===== config.mk =====
export PLATFORM = sky130hd
export DESIGN_NAME = task_dispatcher_flat
export DESIGN_NICKNAME = d
export VERILOG_FILES = /design/src/rtl/dispatch_pkg.sv /design/src/rtl/task_dispatcher_if.sv /design/src/rtl/task_dispatcher_fifo.sv /design/src/rtl/task_dispatcher.sv /design/src/flat_wrapper.sv
export SDC_FILE = /design/constraint.sdc
export NUM_CORES = 1
export LEC_CHECK = 0
export ABC_CLOCK_PERIOD_IN_PS = 4100
export BUFFER_PORTS_ARGS = -buffer_cell sky130_fd_sc_hd__buf_2
export CAP_MARGIN = 10
export CELL_PAD_IN_SITES_DETAIL_PLACEMENT = 0
export CELL_PAD_IN_SITES_GLOBAL_PLACEMENT = 1
export CORE_UTILIZATION = 29
export CTS_BUF_LIST = sky130_fd_sc_hd__clkbuf_2 sky130_fd_sc_hd__clkbuf_4 sky130_fd_sc_hd__clkbuf_8
export DETAILED_ROUTE_END_ITERATION = 10
export HOLD_SLACK_MARGIN = 0.15
export PLACE_DENSITY_LB_ADDON = 0.1
export SLEW_MARGIN = 20
export SYNTH_ARGS = -nofsm -noshare
export SYNTH_HDL_FRONTEND = slang
export SYNTH_SLANG_ARGS = --single-unit

===== constraint.sdc =====
create_clock -name clk -period 4.1 [get_ports clk]
set_input_delay 0.205 -clock clk [delete_from_list [all_inputs] [get_ports clk]]
set_output_delay 0.205 -clock clk [all_outputs]
set_load 0.05 [all_outputs]

===== src/rtl/dispatch_pkg.sv =====
// Shared types for the task dispatcher: FSM state encodings and the core id type.
package dispatch_pkg;

  localparam logic [2:0] ST_IDLE    = 3'd0;
  localparam logic [2:0] ST_REQ     = 3'd1;
  localparam logic [2:0] ST_WAIT    = 3'd2;
  localparam logic [2:0] ST_LAUNCH  = 3'd3;
  localparam logic [2:0] ST_BACKOFF = 3'd4;

  typedef enum logic [2:0] {
    DS_IDLE    = 3'd0,
    DS_REQ     = 3'd1,
    DS_WAIT    = 3'd2,
    DS_LAUNCH  = 3'd3,
    DS_BACKOFF = 3'd4
  } dispatch_state_e;

  localparam int CORES_DEFAULT = 4;
  localparam int CIDW_DEFAULT  = $clog2(CORES_DEFAULT);

  typedef logic [CIDW_DEFAULT-1:0] core_id_t;

endpackage


===== src/rtl/task_dispatcher_if.sv =====
// Bundle of task-queue, allocator and core-control signals around the dispatcher.
interface task_dispatcher_if
  import dispatch_pkg::*;
#(
  parameter int CORES      = 4,
  parameter int ADDR_WIDTH = 32
);
  localparam int CIDW = (CORES > 1) ? $clog2(CORES) : 1;

  // Task transfer happens on a rising edge where task_valid && task_ready;
  // task_addr must be stable while task_valid is high and not yet accepted.
  logic                  task_valid;
  logic [ADDR_WIDTH-1:0] task_addr;
  logic                  task_ready;
  logic                  core_request;
  logic                  core_valid;
  logic [CIDW-1:0]       core_id;
  logic                  core_release;
  logic [CIDW-1:0]       released_core_id;
  logic [CORES-1:0]      core_start;
  logic [ADDR_WIDTH-1:0] core_start_addr;
  logic [CORES-1:0]      core_done;
  logic [CORES-1:0]      busy_mask;
  logic                  err;
  dispatch_state_e       dbg_state;

  modport master (
    input  task_valid, task_addr, core_valid, core_id, core_done,
    output task_ready, core_request, core_release, released_core_id,
           core_start, core_start_addr, busy_mask, err, dbg_state
  );

  modport slave (
    output task_valid, task_addr, core_valid, core_id, core_done,
    input  task_ready, core_request, core_release, released_core_id,
           core_start, core_start_addr, busy_mask, err, dbg_state
  );

endinterface


===== src/rtl/task_dispatcher_fifo.sv =====
// Power-of-two FIFO of task start addresses; head is the oldest entry.
module task_fifo #(
  parameter int DEPTH      = 4,
  parameter int ADDR_WIDTH = 32
) (
  input  logic                  clk,
  input  logic                  rst_n,
  input  logic                  push,
  input  logic                  pop,
  input  logic [ADDR_WIDTH-1:0] push_data,
  output logic                  full,
  output logic                  empty,
  output logic                  full_next,
  output logic [ADDR_WIDTH-1:0] head
);
  localparam int PW = $clog2(DEPTH);

  logic [ADDR_WIDTH-1:0] mem [DEPTH];
  logic [PW-1:0]         wr_ptr_q, rd_ptr_q;
  logic [PW:0]           count_q, count_d;

  always_comb begin
    count_d = count_q;
    case ({push, pop})
      2'b10:   count_d = count_q + 1'b1;
      2'b01:   count_d = count_q - 1'b1;
      default: count_d = count_q;
    endcase
  end

  always_ff @(posedge clk or negedge rst_n) begin
    if (!rst_n) begin
      wr_ptr_q <= '0;
      rd_ptr_q <= '0;
      count_q  <= '0;
    end else begin
      if (push) wr_ptr_q <= wr_ptr_q + 1'b1;
      if (pop)  rd_ptr_q <= rd_ptr_q + 1'b1;
      count_q <= count_d;
    end
  end

  // Storage needs no reset: count_q alone decides which entries are live.
  always_ff @(posedge clk) begin
    if (push) mem[wr_ptr_q] <= push_data;
  end

  assign full      = (count_q == (PW+1)'(DEPTH));
  assign empty     = (count_q == '0);
  assign full_next = (count_d == (PW+1)'(DEPTH));
  assign head      = mem[rd_ptr_q];

endmodule


===== src/rtl/task_dispatcher.sv =====
// Pulls queued tasks, obtains a core from the allocator, launches it, and hands
// cores back to the allocator as they report completion.
module task_dispatcher
  import dispatch_pkg::*;
#(
  parameter int CORES      = 4,
  parameter int ADDR_WIDTH = 32,
  parameter int DEPTH      = 4,
  parameter int RETRY_GAP  = 8
) (
  input logic               clk,
  input logic               reset,
  task_dispatcher_if.master bus
);
  localparam int CIDW = (CORES > 1) ? $clog2(CORES) : 1;
  localparam int CW   = $clog2(RETRY_GAP + 1);
  // REQ and WAIT already account for two of the RETRY_GAP+2 cycles between requests.
  localparam logic [CW-1:0] BACKOFF_LOAD = CW'((RETRY_GAP > 2) ? RETRY_GAP - 2 : 0);

  logic [2:0]            state_q, state_d;
  logic [CW-1:0]         cnt_q, cnt_d;
  logic [CORES-1:0]      pending_q, pending_d;
  logic [CORES-1:0]      busy_q, busy_d;
  logic                  err_q, err_d;
  logic                  ready_q, req_q, rel_q;
  logic [CIDW-1:0]       rel_id_q;
  logic [CORES-1:0]      start_q;
  logic [ADDR_WIDTH-1:0] start_addr_q;

  logic                  push, pop;
  logic                  fifo_full, fifo_empty, fifo_full_next;
  logic [ADDR_WIDTH-1:0] fifo_head;

  logic [CORES-1:0]      merged, rel_onehot, grant_set;
  logic [CIDW-1:0]       rel_idx;
  logic                  rel_fire, spurious, bad_grant;

  assign push = bus.task_valid & ready_q & ~fifo_full;

  task_fifo #(
    .DEPTH      (DEPTH),
    .ADDR_WIDTH (ADDR_WIDTH)
  ) u_fifo (
    .clk       (clk),
    .rst_n     (reset),
    .push      (push),
    .pop       (pop),
    .push_data (bus.task_addr),
    .full      (fifo_full),
    .empty     (fifo_empty),
    .full_next (fifo_full_next),
    .head      (fifo_head)
  );

  // Completions are only honoured for cores that are running or already pending.
  always_comb begin
    merged     = pending_q | (bus.core_done & (busy_q | pending_q));
    rel_fire   = |merged;
    rel_onehot = merged & (~merged + 1'b1);
    rel_idx    = '0;
    for (int i = CORES - 1; i >= 0; i--) begin
      if (merged[i]) rel_idx = CIDW'(i);
    end
    // A done on the bit being released right now counts as a fresh completion.
    pending_d  = (merged & ~rel_onehot) | (bus.core_done & pending_q & rel_onehot);
    spurious   = |(bus.core_done & ~busy_q & ~pending_q);
  end

  always_comb begin
    state_d   = state_q;
    cnt_d     = cnt_q;
    grant_set = '0;
    bad_grant = 1'b0;
    pop       = 1'b0;
    case (state_q)
      ST_IDLE: begin
        if (!fifo_empty && !rel_fire) state_d = ST_REQ;
      end
      ST_REQ: state_d = ST_WAIT;
      ST_WAIT: begin
        if (bus.core_valid && !busy_q[bus.core_id]) begin
          grant_set = CORES'(1) << bus.core_id;
          state_d   = ST_LAUNCH;
        end else begin
          bad_grant = bus.core_valid;
          cnt_d     = BACKOFF_LOAD;
          state_d   = ST_BACKOFF;
        end
      end
      ST_LAUNCH: begin
        pop     = 1'b1;
        state_d = ST_IDLE;
      end
      ST_BACKOFF: begin
        if (cnt_q == '0) state_d = ST_IDLE;
        else             cnt_d   = cnt_q - 1'b1;
      end
      default: state_d = ST_IDLE;
    endcase
    busy_d = (busy_q & ~rel_onehot) | grant_set;
    err_d  = err_q | spurious | bad_grant | (|(pending_q & ~busy_q));
  end

  always_ff @(posedge clk or negedge reset) begin
    if (!reset) begin
      state_q      <= ST_IDLE;
      cnt_q        <= '0;
      pending_q    <= '0;
      busy_q       <= '0;
      err_q        <= 1'b0;
      ready_q      <= 1'b0;
      req_q        <= 1'b0;
      rel_q        <= 1'b0;
      rel_id_q     <= '0;
      start_q      <= '0;
      start_addr_q <= '0;
    end else begin
      state_q   <= state_d;
      cnt_q     <= cnt_d;
      pending_q <= pending_d;
      busy_q    <= busy_d;
      err_q     <= err_d;
      ready_q   <= ~fifo_full_next;
      req_q     <= (state_d == ST_REQ);
      rel_q     <= rel_fire;
      rel_id_q  <= rel_idx;
      start_q   <= grant_set;
      if (grant_set != '0) start_addr_q <= fifo_head;
    end
  end

  assign bus.task_ready       = ready_q;
  assign bus.core_request     = req_q;
  assign bus.core_release     = rel_q;
  assign bus.released_core_id = rel_id_q;
  assign bus.core_start       = start_q;
  assign bus.core_start_addr  = start_addr_q;
  assign bus.busy_mask        = busy_q;
  assign bus.err              = err_q;
  assign bus.dbg_state        = dispatch_state_e'(state_q);

endmodule


===== src/flat_wrapper.sv =====
// flat-port wrapper written by rule: the top's interface ports become plain ports
module task_dispatcher_flat import dispatch_pkg::*;
#(
  parameter int CORES      = 4,
  parameter int ADDR_WIDTH = 32,
  parameter int DEPTH      = 4,
  parameter int RETRY_GAP  = 8
)
  (clk, reset, bus_task_valid, bus_task_addr, bus_core_valid, bus_core_id, bus_core_done, bus_task_ready, bus_core_request, bus_core_release, bus_released_core_id, bus_core_start, bus_core_start_addr, bus_busy_mask, bus_err, bus_dbg_state);
  task_dispatcher_if #(.CORES(CORES), .ADDR_WIDTH(ADDR_WIDTH)) bus_i ();
  input logic clk;
  input logic reset;
  input wire logic [$bits(bus_i.task_valid)-1:0] bus_task_valid;
  input wire logic [$bits(bus_i.task_addr)-1:0] bus_task_addr;
  input wire logic [$bits(bus_i.core_valid)-1:0] bus_core_valid;
  input wire logic [$bits(bus_i.core_id)-1:0] bus_core_id;
  input wire logic [$bits(bus_i.core_done)-1:0] bus_core_done;
  output wire logic [$bits(bus_i.task_ready)-1:0] bus_task_ready;
  output wire logic [$bits(bus_i.core_request)-1:0] bus_core_request;
  output wire logic [$bits(bus_i.core_release)-1:0] bus_core_release;
  output wire logic [$bits(bus_i.released_core_id)-1:0] bus_released_core_id;
  output wire logic [$bits(bus_i.core_start)-1:0] bus_core_start;
  output wire logic [$bits(bus_i.core_start_addr)-1:0] bus_core_start_addr;
  output wire logic [$bits(bus_i.busy_mask)-1:0] bus_busy_mask;
  output wire logic [$bits(bus_i.err)-1:0] bus_err;
  output wire logic [$bits(bus_i.dbg_state)-1:0] bus_dbg_state;
  assign bus_i.task_valid = bus_task_valid;
  assign bus_i.task_addr = bus_task_addr;
  assign bus_i.core_valid = bus_core_valid;
  assign bus_i.core_id = bus_core_id;
  assign bus_i.core_done = bus_core_done;
  assign bus_task_ready = bus_i.task_ready;
  assign bus_core_request = bus_i.core_request;
  assign bus_core_release = bus_i.core_release;
  assign bus_released_core_id = bus_i.released_core_id;
  assign bus_core_start = bus_i.core_start;
  assign bus_core_start_addr = bus_i.core_start_addr;
  assign bus_busy_mask = bus_i.busy_mask;
  assign bus_err = bus_i.err;
  assign bus_dbg_state = bus_i.dbg_state;
  task_dispatcher #(.CORES(CORES), .ADDR_WIDTH(ADDR_WIDTH), .DEPTH(DEPTH), .RETRY_GAP(RETRY_GAP)) u_core (.clk(clk), .reset(reset), .bus(bus_i));
endmodule

==> results.ini <==
[place]
portBuffers = 90
placed_area_um2 = 8237
dp_hpwl_mm = 8.830
finalWeightedCongestion = 0.6980

[global_routing]
first_global_vias = 4184
grt_start_max_net_pins = 65
grt_pass1_wl_mm = 23.76
antenna_found_initial = 0
globalRouteTotalUtil_pct = 12.42
grt-ovfl-total = 0

[logic_synthesis]
syn_inst = 374
synth_nets = 423
synth_cell_type_count = 42
synthesis.area_um2 = 7448
synth_edf_count = 128
ys_seq_elements = 192
avgSynthCellArea_um2 = 19.92
ys_async_sr_fraction_pct = 33.33
yosysSeqAreaShare_pct = 73.11
synth_flop_cell = edfxtp_1
yosys_warnings = 0

[routing]
wl_per_cell_um = 17.84
dr_total_vias = 3822
first_iter_violations = 298
first_pass_iters = 4
drt-total-wl_mm = 15.31
remaining_drc_errors = 0
vias_per_cell = 4.455
antenna_left = 0

[floorplanning]
initial_utilization_pct = 29.58
coreArea_um2 = 25180
chipHeight_um = 162.3
rows = 58
die_w_um = 162.3
dieArea_um2 = 26330
io_pins = 91

[clocking]
cts-root-buf = clkbuf_8
postCtsResizedCells = 0
cts_tree = built
clock-sinks = 192
cts_buffers = 17
clk_pin_slew_ns = 0.10
htree_levels = 4
clk_latency_ns = 0.46
clockBufferDepth = 2

[setup_path]
cp_top_family = buffers and inverters
slowest_stage = buf_4
reg2reg_from = u_core.bus.busy_mask[3]$_DFF_PN0_
cp.required_ns = 4.45
crit_arrival_ns = 2.82
critPathMaxStageDelay_ns = 0.61
worst-path-buf-inv = 3
path_cells = dlygate4sd3_1, buf_2, mux4_2, nor3b_4, buf_4, mux2_2
path_max_fanout = 32
end_kind = register
cp-startpoint = bus_core_id[1]
cp-start-kind = input pin
path_class = in -> reg

[finish]
syn2layout_area_growth_pct = 21.37
final_common_cell = edfxtp_1
drive_gt1_share_pct = 38.45
layout_common_cells = edfxtp_1, buf_2, dfrtp_1
antenna_cells = 0
nNetsFinal = 564
final_area_um2 = 9040

[sta]
slew_headroom_pct = 32.25
setup_tns_ns = 0
fin_crit_sh_pct = 60.22
timing.final.max_slew_violations = 0
hold_ws_ns = 0.1950
grt_setup_unrepaired = false
fin_worst_skew_ns = 0.01630
tightest_slew_ns = 1.016
min_period_ns = 2.469
finalSetupViolations = 0
max_freq_mhz = 405.0
finalHoldViolations = 0

[min_path]
worstHoldStart = bus_task_valid
hold_path_class = in -> reg

[run]
maxCapViolations = 0

[power_and_ir_drop]
peakVddDrop_mv = 0.3377
power.leakage_nw = 3.454
p_per_area_nw_per_um2 = 709.3

[run_status]
status = completed

area by class of cell:
cell class                      instances  area, um2
Clock buffer                           18      241.5
Clock inverter                         14      141.4
Fill cell                            2395      16140
Inverter                               11      41.29
Multi-Input combinational cell        159       1867
Sequential cell                       192       5448
Tap cell                              330      412.9
Timing Repair Buffer                  134      888.4
worst register-to-register path, cell delays in order (launching register included):
cell     delay, ns
dfrtp_1       0.45
mux4_2        0.57
nor3b_4       0.29
buf_4         0.61
mux2_2        0.43
where the power goes:
group          switching, mW  leakage, nW  internal [mW]  total, mW
Clock                  0.739        0.193          0.461       1.20
Combinational           1.34         1.31          0.900       2.24
Sequential             0.366         1.96           2.60       2.97
Total                   2.45         3.45           3.96       6.41
cells in the mapped netlist (all sizes together), types with 4 or more instances:
library cell | count | area, um2
mux2 | 33 | 469.2
edfxtp | 128 | 3844
inv | 11 | 41.29
nor3 | 6 | 30.03
buf | 8 | 91.34
mux4 | 33 | 743.2
clkbuf | 4 | 15.01
ha | 6 | 75.07
o21ai | 10 | 50.05
a31oi | 4 | 25.02
dfrtp | 64 | 1602
and2 | 5 | 31.28
a21oi | 8 | 40.04
nand2 | 10 | 37.54
a32o | 4 | 42.54
nor3b | 4 | 35.03
what timing repair did:
action,4_1_cts,5_1_grt
buffers inserted,0,0
hold buffers,42,0
hold endpoints to repair,207,0
final timing paths:
| kind | to | slack, ns | depth (start not counted) |
|---|---|---|---|
| hold reg to reg | u_core.bus.err$_DFF_PN0_ | 0.50 | 2 |
| max in group asynchronous | u_core.u_fifo.rd_ptr_q[1]$_DFFE_PN0N_ | 3.02 | 2 |
| min in group asynchronous | u_core.bus.released_core_id[0]$_DFF_PN0_ | 0.43 | 2 |
| setup reg to reg | u_core.bus.core_start_addr[15]$_DFFE_PN0P_ | 1.66 | 4 |
| setup / recovery | u_core.bus.core_start_addr[15]$_DFFE_PN0P_ | 1.63 | 6 |
| hold / removal | u_core.u_fifo.wr_ptr_q[0]$_DFFE_PN0P_ | 0.19 | 4 |
flip-flops by register name, summed over array words and instances, names as in the netlist, 2 cells and up:
| name | count |
|---|---|
| u_core.cnt_q | 4 |
| u_core.bus.core_start | 4 |
| u_core.bus.busy_mask | 4 |
| u_core.u_fifo.wr_ptr_q | 2 |
| u_core.bus.dbg_state | 3 |
| u_core.u_fifo.mem | 128 |
| u_core.bus.core_start_addr | 32 |
| u_core.bus.released_core_id | 2 |
| u_core.u_fifo.rd_ptr_q | 2 |
| u_core.pending_q | 4 |
| u_core.u_fifo.count_q | 3 |
kinds of logic (layout without fill, tap and decap cells):
family                     count (synthesis)  after routing  synth area share [%]
and+or+nand+nor                           47             47                 3.696
adders and majority gates                  7              7                 1.277
muxes                                     67             67                 16.41
xor gates and xnor gates                   5              5                0.5880
DFF                                      192            192                 73.11
AOI/OAI and AO/OA                         33             33                 2.940
buffers and inverters                     23            177                 1.982
through the flow:
stage,util [%],setup slack (ns),instances,power [mW]
3_5_place_dp,32.71,1.647,784,5.305
4_1_cts,35.90,1.633,858,6.546
2_1_floorplan,-,1.666,374,4.675
3_3_place_gp,32.71,1.667,784,5.262
6_report,35.90,1.631,858,6.412
5_1_grt,35.90,1.488,858,6.775
metal layers:
layer  track usage [%]  vias up  wire [um]
met2             21.48       89       7934
met1             15.04     1982       6623
met3             3.677        5        643
met4             3.216        0        108
li1                  -     1746          -
met5                 0        -          0
Note: power is estimated with default switching activity, not from simulation.
